<file path="config.mk">
export PLATFORM = sky130hd
export DESIGN_NAME = axi_wr_cmd_queue
export DESIGN_NICKNAME = d
export VERILOG_FILES = /design/src/rtl/axi_wr_cmd_queue.sv
export SDC_FILE = /design/constraint.sdc
export NUM_CORES = 1
export LEC_CHECK = 0
export ABC_AREA = 0
export CELL_PAD_IN_SITES_DETAIL_PLACEMENT = 1
export CELL_PAD_IN_SITES_GLOBAL_PLACEMENT = 1
export CORE_MARGIN = 5
export CORE_UTILIZATION = 51
export DETAILED_ROUTE_END_ITERATION = 10
export PLACE_DENSITY = 0.81
export SLEW_MARGIN = 10
export SYNTH_ARGS = -nofsm -noshare
export SYNTH_HDL_FRONTEND = slang
export SYNTH_SLANG_ARGS = --single-unit
</file>
<file path="constraint.sdc">
create_clock -name i_clk -period 8.3 [get_ports i_clk]
set_input_delay 1.245 -clock i_clk [delete_from_list [all_inputs] [get_ports i_clk]]
set_output_delay 1.245 -clock i_clk [all_outputs]
set_load 0.02 [all_outputs]
</file>
<file path="src/rtl/axi_wr_cmd_queue.sv">
// rtl/axi_wr_cmd_queue.sv - write request FIFO feeding a write-only AXI master, one transaction at a time
module axi_wr_cmd_queue #(
   parameter int DEPTH   = 4,
   parameter int TIMEOUT = 64
) (
   input  logic                     i_clk,
   input  logic                     i_resetn,
   input  logic                     i_req_valid,
   output logic                     o_req_ready,
   input  logic [31:0]              i_req_addr,
   input  logic [31:0]              i_req_data,
   input  logic [3:0]               i_req_strb,
   output logic                     o_wr,
   output logic [31:0]              o_addr,
   output logic [31:0]              o_din,
   output logic [3:0]               o_strb,
   input  logic                     i_bvalid,
   input  logic                     i_bready,
   input  logic [1:0]               i_bresp,
   output logic                     o_resp_valid,
   output logic [1:0]               o_resp,
   output logic [$clog2(DEPTH):0]   o_level,
   output logic                     o_busy,
   output logic [7:0]               o_err_count,
   output logic                     o_timeout,
   input  logic                     i_clr_err
);

   localparam int AW = $clog2(DEPTH);
   localparam int CW = $clog2(TIMEOUT) + 1;
   localparam logic [AW:0]   LVL_FULL = (AW + 1)'(DEPTH);
   localparam logic [CW-1:0] CNT_LAST = CW'(TIMEOUT - 1);

   typedef enum logic [1:0] {ST_IDLE, ST_ISSUE, ST_WAIT} state_t;

   state_t          state, state_nxt;
   logic [67:0]     mem [DEPTH];
   logic [AW-1:0]   wr_ptr, rd_ptr;
   logic [CW-1:0]   wait_cnt;
   logic [67:0]     head;
   logic            push, pop, hs, expired;
   logic            done, done_err, done_to;
   logic [1:0]      done_resp;

   assign o_req_ready = (o_level != LVL_FULL);
   assign o_busy      = (state != ST_IDLE) || (o_level != '0);
   assign push        = i_req_valid && o_req_ready;
   // The head leaves the FIFO on the edge that takes ISSUE into WAIT_RESP
   assign pop         = (state == ST_ISSUE);
   assign head        = mem[rd_ptr];
   assign hs          = i_bvalid && i_bready;
   assign expired     = (wait_cnt == CNT_LAST);

   // FIFO storage: payload only, no reset needed
   always_ff @(posedge i_clk) begin
      if (push) mem[wr_ptr] <= {i_req_addr, i_req_data, i_req_strb};
   end

   // FIFO pointers and occupancy; simultaneous push and pop cancel out
   always_ff @(posedge i_clk or negedge i_resetn) begin
      if (!i_resetn) begin
         wr_ptr  <= '0;
         rd_ptr  <= '0;
         o_level <= '0;
      end else begin
         if (push) wr_ptr <= wr_ptr + 1'b1;
         if (pop)  rd_ptr <= rd_ptr + 1'b1;
         case ({push, pop})
            2'b10:   o_level <= o_level + 1'b1;
            2'b01:   o_level <= o_level - 1'b1;
            default: o_level <= o_level;
         endcase
      end
   end

   // FSM state register
   always_ff @(posedge i_clk or negedge i_resetn) begin
      if (!i_resetn) state <= ST_IDLE;
      else           state <= state_nxt;
   end

   // FSM next state; a handshake beats the timeout when both land together
   always_comb begin
      state_nxt = state;
      case (state)
         ST_IDLE:  if (o_level != '0) state_nxt = ST_ISSUE;
         ST_ISSUE: state_nxt = ST_WAIT;
         ST_WAIT:  if (hs || expired) state_nxt = ST_IDLE;
         default:  state_nxt = ST_IDLE;
      endcase
   end

   // Completion decode used by the registered outputs
   always_comb begin
      done      = (state == ST_WAIT) && (hs || expired);
      done_resp = hs ? i_bresp : 2'b10;
      done_err  = done && (done_resp != 2'b00);
      done_to   = done && !hs;
   end

   // Registered outputs, wait counter and error bookkeeping
   always_ff @(posedge i_clk or negedge i_resetn) begin
      if (!i_resetn) begin
         o_wr         <= 1'b0;
         o_addr       <= '0;
         o_din        <= '0;
         o_strb       <= '0;
         o_resp_valid <= 1'b0;
         o_resp       <= '0;
         o_err_count  <= '0;
         o_timeout    <= 1'b0;
         wait_cnt     <= '0;
      end else begin
         o_wr         <= 1'b0;
         o_resp_valid <= 1'b0;
         if (state == ST_IDLE && o_level != '0) begin
            o_wr     <= 1'b1;
            o_addr   <= head[67:36];
            o_din    <= head[35:4];
            o_strb   <= head[3:0];
            wait_cnt <= '0;
         end
         if (state == ST_WAIT && !done) wait_cnt <= wait_cnt + 1'b1;
         if (done) begin
            o_resp_valid <= 1'b1;
            o_resp       <= done_resp;
         end
         // A clear that coincides with an error completion keeps that error
         if (i_clr_err) begin
            o_err_count <= done_err ? 8'd1 : 8'd0;
            o_timeout   <= done_to;
         end else begin
            if (done_err && o_err_count != 8'hFF) o_err_count <= o_err_count + 1'b1;
            if (done_to) o_timeout <= 1'b1;
         end
      end
   end

endmodule

</file>
# Word level (Yosys, flattened, before mapping)
# Memory sizes are Yosys's and may differ from the RTL's. A register that Yosys moved wholly into a read port is not among the register bits.
# Index checks and enable logic that the tools add are counted.
[totals] reg_bits=29 latch_bits=0 ram_bits=272 mem_bits_ro=0 inputBits=76 out_inout_bits=86 elab_cells=64 memories=1
[mem_list] name="mem" depth=4 word_bits=68 read_ports=1 rd_ports_with_merged_regs=1 write_ports=1 line_no="37" text="logic [67:0] mem [DEPTH];"
[classes] addsub=6 n_mul=0 div_mod_pow=0 magnitude_cmp=0 n_eq_ne=9 n_shift=0 n_mux=16 bitwise_logic=0 reduce_logical=22
[ops] operator="two-way mux 8 bit" n=2
[ops] operator="two-way mux 7 bit" n=2
[ops] operator="nonzero test 2 bit" n=6
[ops] operator="adder 8 x 1 -> 8 bit, second input constant" n=1
[ops] operator="logical AND 1 bit" n=8
[ops] operator="!= test 8 bit, second input constant" n=1
[ops] operator="adder 7 x 1 -> 7 bit, second input constant" n=1
[ops] operator="== test 7 x 6 -> 1 bit, second input constant" n=1
[ops] operator="two-way mux 1 bit" n=7
[ops] operator="two-way mux 2 bit" n=3
[ops] operator="case mux 2 bit (3 select lines)" n=1
[ops] operator="case mux 3 bit (2 select lines)" n=1
[ops] operator="adder 2 x 1 -> 2 bit, second input constant" n=2
[ops] operator="== test 2 x 1 -> 1 bit, second input constant" n=2
[ops] operator="== test 2 bit, second input constant" n=2
[ops] operator="!= test 2 bit, second input constant" n=2
[ops] operator="adder 3 x 1 -> 3 bit, second input constant" n=1
[ops] operator="zero test 1 bit" n=3
[ops] operator="!= test 3 bit, second input constant" n=1
[ops] operator="nonzero test 3 bit" n=1
[ops] operator="subtractor 3 x 1 -> 3 bit, second input constant" n=1
[ops] operator="zero test 2 bit" n=1
[ops] operator="logical OR 1 bit" n=2
[ops] operator="AND reduction 2 bit" n=1

# Longest topological paths before layout
[depth] word_depth=7 ltp_mapped=10 mapped_depth_nobuf=10

# Worst setup path before layout
# Ideal clock, no wire load.
[synth_path] path_type="input-to-reg" start="input i_req_valid" end="memory mem[0][0], enable pin" setup_ps=434 arrival_time_ps=2879 t_required_ps=7866 slack_ps=4987 path_stages=1 n_path_buf=0 cell_sequence="and3_1"
[synth_via] elab_chain_len=3
[synth_rtl] element="start, declared" line_no="8" text="input logic i_req_valid,"
[synth_rtl] element="logical AND 1 bit" line_no="47" text="assign push = i_req_valid && o_req_ready;"
[synth_rtl] element="two-way mux 1 bit" line_no="56" text="if (push) mem[wr_ptr] <= {i_req_addr, i_req_data, i_req_strb};"
[synth_rtl] element="two-way mux 1 bit (not written as such)" line_no="56"
[synth_rtl] element="end, declared" line_no="37"
# No other way between the ends.

# Worst setup path after layout
[layout_path] start="register o_level[0]" end="output o_busy"
[layout_via] elab_chain_len=2
[layout_rtl] element="start, declared" line_no="22" text="output logic [$clog2(DEPTH):0] o_level,"
[layout_rtl] element="start signal, assigned" line_no="69" text="2'b10: o_level <= o_level + 1'b1;"
[layout_rtl] element="start signal, assigned" line_no="70" text="2'b01: o_level <= o_level - 1'b1;"
[layout_rtl] element="start signal, assigned" line_no="71" text="default: o_level <= o_level;"
[layout_rtl] element="nonzero test 3 bit" line_no="46" text="assign o_busy = (state != ST_IDLE) || (o_level != '0);"
[layout_rtl] element="logical OR 1 bit" line_no="46"
[layout_rtl] element="end, declared" line_no="23" text="output logic o_busy,"
# No other way between the ends.

==> impl_results.md <==
* CP Cell Sequence: nor3_1 -> nand2_1 -> clkdlybuf4s50_1
* Maximum clock frequency at between 300 and 400 MHz
* Critical R2R Capture: o_din[17]
* Final setup fails at 0
* Critical Path Start Type: register
* Tcrit/Tclk final at 38.1%
* Root Driver: clkbuf_16
* GRT overflow at 0
* Worst Tran Pin Value at 1100 ps
* Reg-to-reg startpoint: state[1]
* Worst-path clk slew at roughly 60 ps
* Rows at 60
* Via-to-Cell Ratio at between 5 and 6
* # H-tree levels at 2
* R2r worst-path depth at 6
* Max VDD drop at ~0.21 mV
* Slew margin rel. at a little over a quarter
* FF/Latch Area at roughly 11000 sq um
* LEAKAGE at between 6 and 7 nW
* Setup Buffers After CTS at 0
* Setup crit end: o_busy
* Share of post-route cells with drive strength above 1 at between 10% and 20%
* Antenna Violating Nets Remaining at 0
* CTS tree: yes
* CP delay by family, top: buffers and inverters
* First-pass GRT wire length at between 40000 and 50000 microns
* Port-buffer cells at 161
* Tmin final at between 3000 and 4000 ps
* Die Wd at between 150 and 200 microns
* Syn avg cell area at between 15 and 20 sq um
* Clock buffer depth at 3
* DP HPWL at slightly below 20000 microns
* Number of distinct library cells after synthesis at 45
* CP max stage cell: clkdlybuf4s50_1
* Register bit total from synthesis at approximately 370
* Pwr Density at about 380 nW/um^2
* Die footprint at 30500 sq um
* # diodes at 0
* 1st-iter DRT viols at 510
* WS Path Type: register to output port
* DP Cell Count at between 1000 and 1500
* Post-Synthesis Net Count at ~880
* CTS Buf Count at 38
* Crit path depth at 3
* Total chip power at ~6.5 mW
* Drt drc at 0
* Hold-fix buffers, CTS at 0
* Largest net degree at the start of global routing at 76
* Slew Limit Fails at 0
* Sequential area share after synthesis at between 70% and 80%
* Status: complete, no violations
* Multi-input gate area at between 3000 and 4000 sq um
* Worst Path Buf+Inv at 1
* Tot GR Track Use at roughly a fifth
* RSZ-0062 raised after global routing: false
* Mapped Area at ~14000 sq um
* Critical Path End Type: output port
* GPL Wtd Cong at about 0.72
* Final Hold Fails at 0
* Setup crit start: o_level[0]
* Hold Crit Class: register to register
* Post-synthesis instance total at between 700 and 800
* Synth async-reset ratio at a little over a quarter
* Total of max-cap violations at 0
* R2r setup slk at about 5400 ps
* DR WL/cell at between 20 and 25 microns
* Initial core utilization at between 50 and 60%
* Layout Cells excl Fill at 1336
* Die height at around 170 microns
* Clk Latency, worst-skew pair at 520 ps
* Num ports at 162
* Core area at 26800 sq um
* Synth Flop Type: edfxtp_1
* Nets at 1049
* Critical path arrival at about 1900 ps
* Fillers at roughly 2400
* Vias at ~7500
* Ys Warns at 0
* Area Growth Syn to Fin at 23.0%
* Post-CTS Resized at 0
* Setup tns final at 0 ps
* Core Util, Final at 63.4%
* Worst-path fanout max at 4
* Vias in the first global route at 8403
* Total clock sinks at 369
* Pre-antenna DRT Iters at 5
* Initial antenna violation count at 0
* Worst Path Required at ~7100 ps
* Post-synth EDFFs at ~270
* Max incr delay on CP at 570 ps
* Worst Skew at approximately 15 ps
* Final WL at approximately 32000 microns
==> how the worst min path moves through the flow <==
stage                      startpoint          end  cells past startpoint
final                       o_din[22]    o_din[22]                      2
after global routing       o_addr[15]   o_addr[15]                      2
after CTS                   o_din[22]    o_din[22]                      2
after detailed placement   o_addr[13]   o_addr[13]                      2
after global placement      o_strb[2]    o_strb[2]                      2
after floorplan           wait_cnt[6]  wait_cnt[6]                      2
==> worst reg2reg max path, cell delays in order, from the launching register on <==
cell	delay (ps)
dfrtp_1	420
nor2_1	240
nand2b_4	530
inv_2	800
buf_4	540
nand2_1	190
nand2_1	100
==> sequential cells by signal, indices dropped and copies added (netlist names) <==
| register | cells |
|---|---|
| wait_cnt | 7 |
| o_level | 3 |
| state | 2 |
| o_din | 32 |
| o_strb | 4 |
| o_err_count | 8 |
| wr_ptr | 2 |
| mem | 272 |
| rd_ptr | 2 |
| o_resp | 2 |
| o_wr | 1 |
| o_timeout | 1 |
| o_addr | 32 |
| o_resp_valid | 1 |
==> logic make-up (layout without fill, tap and decap cells) <==
kind of cell | count (synthesis) | in the layout | synth area share (%)
AO/OA/AOI/OAI | 21 | 21 | 1.10
XOR/XNOR | 7 | 7 | 0.443
adder cells (fa/ha/maj) | 8 | 8 | 0.778
buffers and inverters | 47 | 251 | 1.40
flip-flops | 369 | 369 | 76.6
multiplexers | 77 | 77 | 11.8
AND/OR/NAND/NOR | 262 | 262 | 7.85
==> power by group <==
group | total (mW) | internal (mW) | switching [mW]
clock network | 1.63 | 0.963 | 0.671
logic | 2.02 | 0.889 | 1.13
registers | 2.82 | 2.51 | 0.310
==> synthesized netlist by cell type (6+ instances only) <==
master	instances	share of area, %
mux2_2	6	0.49
nand2_1	216	5.9
mux4_2	68	11
edfxtp_1	272	59
dfrtp_1	97	18
nand2b_1	6	0.27
clkbuf_1	20	0.54
buf_2	8	0.29
nand3_1	6	0.22
ha_1	7	0.63
inv_1	12	0.33
nor2_1	8	0.22
==> placed cells by master (no fill, tap or decap), drive strengths merged, types with 3 or more instances in the layout <==
| cell | netlist | layout |
|---|---|---|
| and3 | 4 | 4 |
| a21oi | 3 | 3 |
| mux2 | 6 | 6 |
| o21ai | 3 | 3 |
| buf | 14 | 8 |
| clkdlybuf4s50 | 0 | 160 |
| mux4 | 68 | 68 |
| nand2b | 6 | 6 |
| nor3 | 5 | 5 |
| ha | 7 | 7 |
| clkinv | 0 | 10 |
| nand2 | 216 | 216 |
| nand3 | 6 | 6 |
| clkbuf | 20 | 58 |
| edfxtp | 272 | 272 |
| dfrtp | 97 | 97 |
| inv | 13 | 14 |
| xnor2 | 5 | 5 |
| nor2 | 8 | 8 |
| nor2b | 4 | 4 |
| mux2i | 3 | 3 |
==> cell type report <==
| class | instances | area share, % |
|---|---|---|
| tap | 341 | 2.51 |
| sequential | 369 | 62.4 |
| multi-input combinational | 375 | 18.0 |
| clock buffer | 58 | 6.59 |
| inverter | 13 | 0.287 |
| timing repair buffer | 168 | 9.77 |
| clock inverter | 12 | 0.478 |
==> per-layer routing <==
| layer | part of all wire [%] | vias to the layer above | track usage [%] | routed length [microns] |
|---|---|---|---|---|
| met5 | 0 | - | 0 | 0 |
| met4 | 2.0 | 0 | 5.50 | 643 |
| met3 | 5.3 | 48 | 3.76 | 1690 |
| met2 | 53 | 238 | 37.6 | 16800 |
| met1 | 39 | 3898 | 27.4 | 12500 |
| li1 | - | 3291 | - | - |
==> stage by stage <==
step	worst slack (ps)	hold slack, ps	area, sq um
final	5130	473	17000
after global routing	5050	504	17000
after CTS	5100	477	17000
after detailed placement	4950	462	15800
after global placement	5000	456	15800
after floorplan	4990	471	13800
No activity file was read; power rests on OpenSTA's default activity.
